**src/rtl/fetch_predictor.sv**
```systemverilog
// fetch_predictor: IF-stage branch predictor for the 5-stage core.
// It combines a direct-mapped BTB with a table of 2-bit saturating counters (PHT).
// Optional feature macro GSHARE_EN:
//   - defined: the PHT index is PC XOR global history, and the history shifts on every conditional branch.
//   - undefined: bimodal predictor indexed by PC bits only; the bhr output is tied to 0.
module fetch_predictor #(
  parameter int BTB_ENTRIES = 32,
  parameter int BHR_BITS    = 5
) (
  input  logic                clk,
  input  logic                reset,
  input  logic [31:0]         current_pc,
  output logic [31:0]         pred_pc,
  output logic                pred_taken,
  input  logic                update_valid,
  input  logic [31:0]         update_pc,
  input  logic                update_is_branch,
  input  logic                update_taken,
  input  logic [31:0]         update_target,
  output logic [BHR_BITS-1:0] bhr
);

  localparam int IDX         = $clog2(BTB_ENTRIES);
  localparam int TAGW        = 30 - IDX;
  localparam int PHT_ENTRIES = 1 << BHR_BITS;

  // BTB storage: valid bits are reset, payload fields are not
  logic [BTB_ENTRIES-1:0] btbValid_q;
  logic [BTB_ENTRIES-1:0] btbJump_q;
  logic [TAGW-1:0]        btbTag_q    [BTB_ENTRIES];
  logic [31:0]            btbTarget_q [BTB_ENTRIES];

  // Pattern history table of 2-bit saturating counters
  logic [1:0]             pht_q [PHT_ENTRIES];

  // History value mixed into the PHT index (zero in the bimodal build)
  logic [BHR_BITS-1:0]    bhrMix;

  // Prediction-side signals
  logic [IDX-1:0]         predIdx;
  logic [TAGW-1:0]        predTag;
  logic [BHR_BITS-1:0]    phtRdIdx;
  logic                   predHit;

  // Update-side signals
  logic [IDX-1:0]         updIdx;
  logic [TAGW-1:0]        updTag;
  logic [BHR_BITS-1:0]    phtWrIdx;
  logic [1:0]             phtCnt_d;

  // The two low PC bits never take part in indexing or tagging
  logic [3:0]             unusedPcBits;
  assign unusedPcBits = {current_pc[1:0], update_pc[1:0]};

`ifdef GSHARE_EN
  logic [BHR_BITS-1:0] bhr_q;
  logic [BHR_BITS-1:0] bhr_d;

  // Shift the actual outcome of each conditional branch into the global history
  always_comb begin
    bhr_d = bhr_q;
    if (update_valid && update_is_branch) begin
      bhr_d = {bhr_q[BHR_BITS-2:0], update_taken};
    end
  end

  // Global history register, cleared on reset
  always_ff @(posedge clk) begin
    if (reset) begin
      bhr_q <= '0;
    end else begin
      bhr_q <= bhr_d;
    end
  end

  assign bhrMix = bhr_q;
  assign bhr    = bhr_q;
`else
  assign bhrMix = '0;
  assign bhr    = '0;
`endif

  // Zero-latency prediction from pre-edge state; reset forces the fall-through path
  always_comb begin
    predIdx    = current_pc[IDX+1:2];
    predTag    = current_pc[31:IDX+2];
    phtRdIdx   = current_pc[BHR_BITS+1:2] ^ bhrMix;
    predHit    = btbValid_q[predIdx] && (btbTag_q[predIdx] == predTag);
    pred_taken = !reset && predHit && (btbJump_q[predIdx] || pht_q[phtRdIdx][1]);
    pred_pc    = pred_taken ? btbTarget_q[predIdx] : current_pc + 32'd4;
  end

  // Training-side index/tag and saturating next value of the addressed counter
  always_comb begin
    updIdx   = update_pc[IDX+1:2];
    updTag   = update_pc[31:IDX+2];
    phtWrIdx = update_pc[BHR_BITS+1:2] ^ bhrMix;
    phtCnt_d = pht_q[phtWrIdx];
    if (update_taken) begin
      if (pht_q[phtWrIdx] != 2'b11) begin
        phtCnt_d = pht_q[phtWrIdx] + 2'd1;
      end
    end else begin
      if (pht_q[phtWrIdx] != 2'b00) begin
        phtCnt_d = pht_q[phtWrIdx] - 2'd1;
      end
    end
  end

  // Valid bits and counters: reset clears training, otherwise apply resolved outcomes
  always_ff @(posedge clk) begin
    if (reset) begin
      btbValid_q <= '0;
      for (int i = 0; i < PHT_ENTRIES; i++) begin
        pht_q[i] <= 2'b01;
      end
    end else if (update_valid) begin
      if (update_taken) begin
        btbValid_q[updIdx] <= 1'b1;
      end
      if (update_is_branch) begin
        pht_q[phtWrIdx] <= phtCnt_d;
      end
    end
  end

  // BTB payload is written only by taken updates; a taken update replaces any aliasing entry
  always_ff @(posedge clk) begin
    if (!reset && update_valid && update_taken) begin
      btbJump_q[updIdx]   <= !update_is_branch;
      btbTag_q[updIdx]    <= updTag;
      btbTarget_q[updIdx] <= update_target;
    end
  end

endmodule

```
**config.mk**
```make
export PLATFORM = sky130hd
export DESIGN_NAME = fetch_predictor
export DESIGN_NICKNAME = d
export VERILOG_FILES = /design/src/rtl/fetch_predictor.sv
export SDC_FILE = /design/constraint.sdc
export NUM_CORES = 2
export LEC_CHECK = 0
export ABC_AREA = 0
export CORE_ASPECT_RATIO = 1.75
export CORE_MARGIN = 2
export CORE_UTILIZATION = 56
export CTS_CLUSTER_SIZE = 20
export DETAILED_ROUTE_END_ITERATION = 12
export PLACE_DENSITY_LB_ADDON = 0.25
export SYNTH_ARGS = -nofsm -noshare
export SYNTH_HDL_FRONTEND = slang
export SYNTH_SLANG_ARGS = --single-unit
```
**constraint.sdc**
```tcl
create_clock -name clk -period 5.6 [get_ports clk]
set_input_delay 1.12 -clock clk [delete_from_list [all_inputs] [get_ports clk]]
set_output_delay 1.12 -clock clk [all_outputs]
set_load 0.02 [all_outputs]
```
Word level (Yosys, flattened, before mapping)
Memory sizes are Yosys's and may differ from the RTL's. Index checks and enable logic that the tools add are counted.

Memories kept: 3. Output and inout bits: 38. Latch bits: 0. Input port bits: 101. Memory bits (writable): 1888. Flip-flop bits (word level): 64. Word-level logic and storage cells: 48. Memory bits (read-only): 0.

Memory list: btbTarget_q (depth 32, width 32, read ports 1, clocked after Yosys merged registers in 0, wr ports 1, RTL line 31) `logic [31:0] btbTarget_q [BTB_ENTRIES];`; btbTag_q (depth 32, width 25, read ports 1, clocked after Yosys merged registers in 0, wr ports 1, RTL line 30) `logic [TAGW-1:0] btbTag_q [BTB_ENTRIES];`; pht_q (depth 32, width 2, read ports 2, clocked after Yosys merged registers in 0, wr ports 32, RTL line 34) `logic [1:0] pht_q [PHT_ENTRIES];`.

Divide/modulo/power cells: 0. Multiply operators: 0. Reduce and logical (&&, ||, !) cells: 12. Equal/unequal tests: 2. Mux-type cells: 22. Shift operators: 0. Bitwise operators: 1. Magnitude comparators: 3. Add/subtract/negate cells: 3.

Operator list (number): 32-bit by 3-bit adder with 32-bit output (second input constant) (1); 32-bit bitwise mux (1); 32-bit two-way mux (1); 32-bit bitwise OR (1); 25-bit == test (1); 5-bit by 6-bit less-than comparator with 1-bit output (second input constant) (2); 1-bit two-way mux (12); 1-bit binary-select mux with 5-bit select (2); 2-bit two-way mux (4); 1-bit logical AND (6); 1-bit demux with 5-bit select (1); 5-bit by 1-bit >= comparator with 1-bit output (second input constant) (1); 5-bit two-way mux (1); 2-bit by 1-bit adder with 2-bit output (second input constant) (1); 1-bit logical NOT (2); 2-bit inequality test (second input constant) (1); 2-bit AND reduction (1); 2-bit nonzero test (1); 2-bit OR reduction (1); 2-bit by 1-bit subtractor with 2-bit output (second input constant) (1); 1-bit logical OR (1).

Logic depth before layout (Yosys ltp)
Depth after elaboration: 6. Gate-level depth with buffers: 20. Gate-level depth less buffers: 9.

Least setup slack after synthesis
OpenSTA, ideal clock, no wires.

Path type: input to output. From: input port current_pc[3]. To: output port pred_pc[28]. Stages: 12. Path slack: -0.343 ns. Data required time: 4.480 ns. Arrival time: 4.823 ns. Path buffers: 5. Path through: buf_2 > buf_4 > buf_1 > buf_2 > mux4_2 > mux2_2 > o221ai_1 > o2bb2ai_1 > or4b_1 > or4b_1 > clkbuf_1 > mux2i_1.

Word-level cells in the longest chain between the ends: 6.

Ends and longest elaborated chain: start, declared (RTL line 12) `input logic [31:0] current_pc,`; memory read 32 x 25 bit or 1-bit binary-select mux with 5-bit select (tied branches); 25-bit == test or 1-bit two-way mux (tied branches) (RTL line 88) `predHit = btbValid_q[predIdx] && (btbTag_q[predIdx] == predTag);`; 1-bit logical AND (RTL line 88); 1-bit logical AND (2 in series) (RTL line 89) `pred_taken = !reset && predHit && (btbJump_q[predIdx] || pht_q[phtRdIdx][1]);`; 32-bit two-way mux * (RTL line 90) `pred_pc = pred_taken ? btbTarget_q[predIdx] : current_pc + 32'd4;`; end, declared (RTL line 13) `output logic [31:0] pred_pc,`.

Mark *: on every way between the ends. The rest lies on a longest branch, timed or not. The select of a mux whose other input is x is not followed.

Final worst setup path
From: input port current_pc[4]. To: output port pred_pc[30].

The elaborated chain is that of the path after synthesis.

==> summary.md <==
| Metric | Value |
|---|---|
| Failing checks | setup timing |
| Simple-gate share of the synthesized area | 2.68% |
| Core area | 136000 um2 |
| Clock Power Share | 38.7% |
| Seq/Total Area, Yosys | 76.1% |
| Clk buf depth | 3 |
| R2r endpoint | pht_q[9][0] |
| Finished Core Util | 66.7% |
| RSZ-0062 raised after global routing | yes |
| Largest fanout on the critical path | 20 |
| Worst reg2reg startpoint | pht_q[24][1] |
| CP Capture Type | output pin |
| GP Congestion | 0.907 |
| Dominant cell type by area after synthesis | edfxtp_1 |
| WP data required | 4.48 ns |
| Worst reg-to-reg path cell count | 7 |
| Setup TNS | -6.58 ns |
| Final hold vios | 0 |
| Status | finished with violations |
| Final max-slew violation count | 0 |
| Initial antenna violation count | 16 |
| Total of max-cap violations | 0 |
| Post-route insts no fill | 6007 |
| Vias in the first global route | 40600 |
| Worst path top cell family by delay | buffers and inverters |
| Clock tree from TritonCTS | done |
| Layout net count | 4150 |
| Leakage Power | 28.8 nW |
| Critical-path cell list | clkbuf_8 -> buf_4 -> buf_12 -> buf_12 -> or2_2 -> a2111oi_2 -> buf_4 -> o41ai_2 -> o221ai_2 -> buf_4 -> a21oi_2 -> or4bb_4 -> or4b_4 -> buf_8 -> mux2i_4 -> buf_6 |
| Yosys warns | 0 |
| Post-route minimum period | 6.03 ns |
| Ratio of cells with drive above 1 in the final layout | 34.8% |
| Post-synthesis adder-cell area fraction | 0.0425% |
| IO Count | 139 |
| Netlist cell types | 79 |
| P_sw | 6.30 mW |
| Area delta synth->final | 18.4% |
| Die Ht | 493 um |
| Row cnt | 179 |
| Starting Density | 56.4% |
| Hold crit path type | register to register |
| Worst clock skew | 0.0144 ns |
| Most frequent cells in the layout | 1920 x edfxtp_1, 515 x mux4_2, 317 x buf_4 |
| IO buf count | 131 |
| Worst hold margin | 0.472 ns |
| Total CTS buffers | 164 |
| WHS Endpoint | btbValid_q[9] |
| Dpl cell area | 83400 um2 |
| Hold depth | 2 |
| Yosys top cell area share | 75.3% |
| Net Sw Frac | 21.3% |
| Setup WS pre-CTS | -1.22 ns |
| Proportion of synthesized flip-flops having asynchronous set or reset | 0% |
| Ys flop type | edfxtp_1 |
| Post-Synthesis Cells | 3504 |
| Worst Tran Pin Value | 1.27 ns |
| Register clock-pin slew on the reported worst setup and hold paths | 0.06 ns |
| Internal power | 23.2 mW |
| Largest cells by area after synthesis | edfxtp_1 75%, mux4_2 15%, mux2i_1 1.3% |
| Setup CP Type | primary input to output pin |
| Hold wc startpoint | btbValid_q[9] |
| CP max stage delay | 0.62 ns |
| Arrival time worst endpoint | 4.91 ns |
| Total grt overflow | 0 |
| Avg Cell Area, Syn | 21.9 um2 |
| Largest net degree at the start of global routing | 67 |
| Via count | 40200 |
| Total Routing Usage GR | 30.4% |
| Final worst slack | -0.425 ns |
| Root buf cell | clkbuf_16 |
| Wire per inst | 35.0 um |
| Fill cells | 8579 |
| Cell area after synthesis | 76600 um2 |
| Post-Place Cells | 5624 |
| CP max-delay cell | or4b_4 |
| DPL Wire Length | 118 mm |
| # setup viols final | 32 |
| Final Total Pwr | 29.5 mW |
| Total clock sinks | 1952 |
| Maximum vdd ir drop | 0.267 mV |
| Drt total wl | 210 mm |
| EDFF count, synth | 1920 |
| PD cells | 325 nW/um2 |
| Die ar. | 140000 um2 |
| Reg2Reg Setup Slack | 3.07 ns |
| Die X | 284 um |
| Post-Synth XOR/XNOR Area | 0.389% |
| Reg power frac | 54.6% |
| Design Area, Final | 90700 um2 |
| Slew Limit Headroom | 14.9% |
| Number of remaining DRC errors | 0 |
| Logic pwr share | 6.6% |
| Commonest non-fill, non-tap cell in the layout | edfxtp_1 |
| Fmax | 166 MHz |
| Vias per cell | 6.70 |
| Period utilisation layout | 108% |
| Crit path buffers/inverters | 8 |
| First-pass GRT wire length | 298 mm |
| Cell mode on critical path | buf_4 |
| Iter 0 DRT Violations | 5443 |
| Compound-cell area share of the yosys netlist | 2.10% |
| Register bit total from synthesis | 1952 |
| Critical Path Source Type | primary input |
| Post-DRT Antenna Nets | 0 |
| CTS H-tree depth | 4 |
| Mux share of post-synthesis cell area | 17.0% |
| Insertion delay to the later sink of the worst-skew pair | 0.79 ns |
| DRT Pass-1 Iters | 6 |
| Largest family of logic cells by synthesized area | multiplexers |
==> power by group through the flow <==
stage               logic, mW  registers (mW)  clock network (mW)
floorplan               0.938            16.4                   0
CTS                      1.91            16.1                11.5
finish                   1.96            16.1                11.4
global placement         1.76            16.4                   0
detailed placement       1.78            16.4                   0
global route             2.04            16.1                12.1
==> layer usage <==
| layer | vias to the layer above | routed length, um | track usage (%) |
|---|---|---|---|
| met3 | 536 | 20800 | 6.53 |
| met2 | 2373 | 105000 | 49.8 |
| met4 | 12 | 10800 | 13.7 |
| met5 | - | 72 | 0 |
| li1 | 15900 | - | - |
| met1 | 21400 | 74100 | 39.7 |
==> tightest hold or removal path, delay by kind of cell (launching register included) <==
family                 cells  cell delay, ns
AO/OA/AOI/OAI              1            0.07
buffers and inverters      1            0.05
flip-flops                 1            0.31
==> kinds of logic after synthesis <==
kind of cell,Yosys count
and+or+nand+nor,386
xor gates and xnor gates,34
AOI/OAI and AO/OA,229
adders and majority gates,3
other,1
muxes,640
buffers and inverters,259
DFF,1952
==> area by class of cell <==
class                      count  area (um2)  share of cell area (%)
antenna                       10        25.0                  0.0276
clock buffer                 200        4380                    4.82
clock inverter               105         937                    1.03
inverter                      45         174                   0.192
multi-input combinational   1297       18200                    20.1
sequential                  1952       58300                    64.3
tap                         1810        2260                    2.50
timing repair buffer         588        6460                    7.12
==> Yosys cell counts (all sizes together) (17+ instances only) <==
master and count:
a21oi 27, buf 111, clkbuf 103, dfxtp 32, edfxtp 1920, inv 45
mux2 19, mux2i 98, mux4 523, nand2 48, nand3 32, nand4 27
nor2 106, nor3 51, o21bai 21, o22ai 77, or2 17, xnor2 22
==> sequential cells by signal (all words and copies together) (netlist names) <==
signal,count
btbTarget_q,1024
pht_q,64
btbJump_q,32
btbValid_q,32
btbTag_q,800
==> worst max path at each step <==
stage                     cells after the start          end  slack [ns]           from
after floorplan                              12  pred_pc[28]       -0.04  current_pc[3]
after global placement                       15  pred_pc[28]       -1.14  current_pc[2]
after detailed placement                     14  pred_pc[23]       -1.22  current_pc[2]
after CTS                                    14  pred_pc[30]       -0.32  current_pc[2]
after global routing                         16  pred_pc[30]       -0.45  current_pc[2]
final                                        16  pred_pc[30]       -0.43  current_pc[4]
==> what timing repair did <==
item / in CTS / in global routing
buffers inserted: 39 / 19
cloned: 12 / 1
hold buffers: 0 / 0
gates resized for setup: 283 / 75
endpoints found under the setup margin: 33 / 33
pin swaps: 28 / 25
Power figures use the tool's default switching activity.
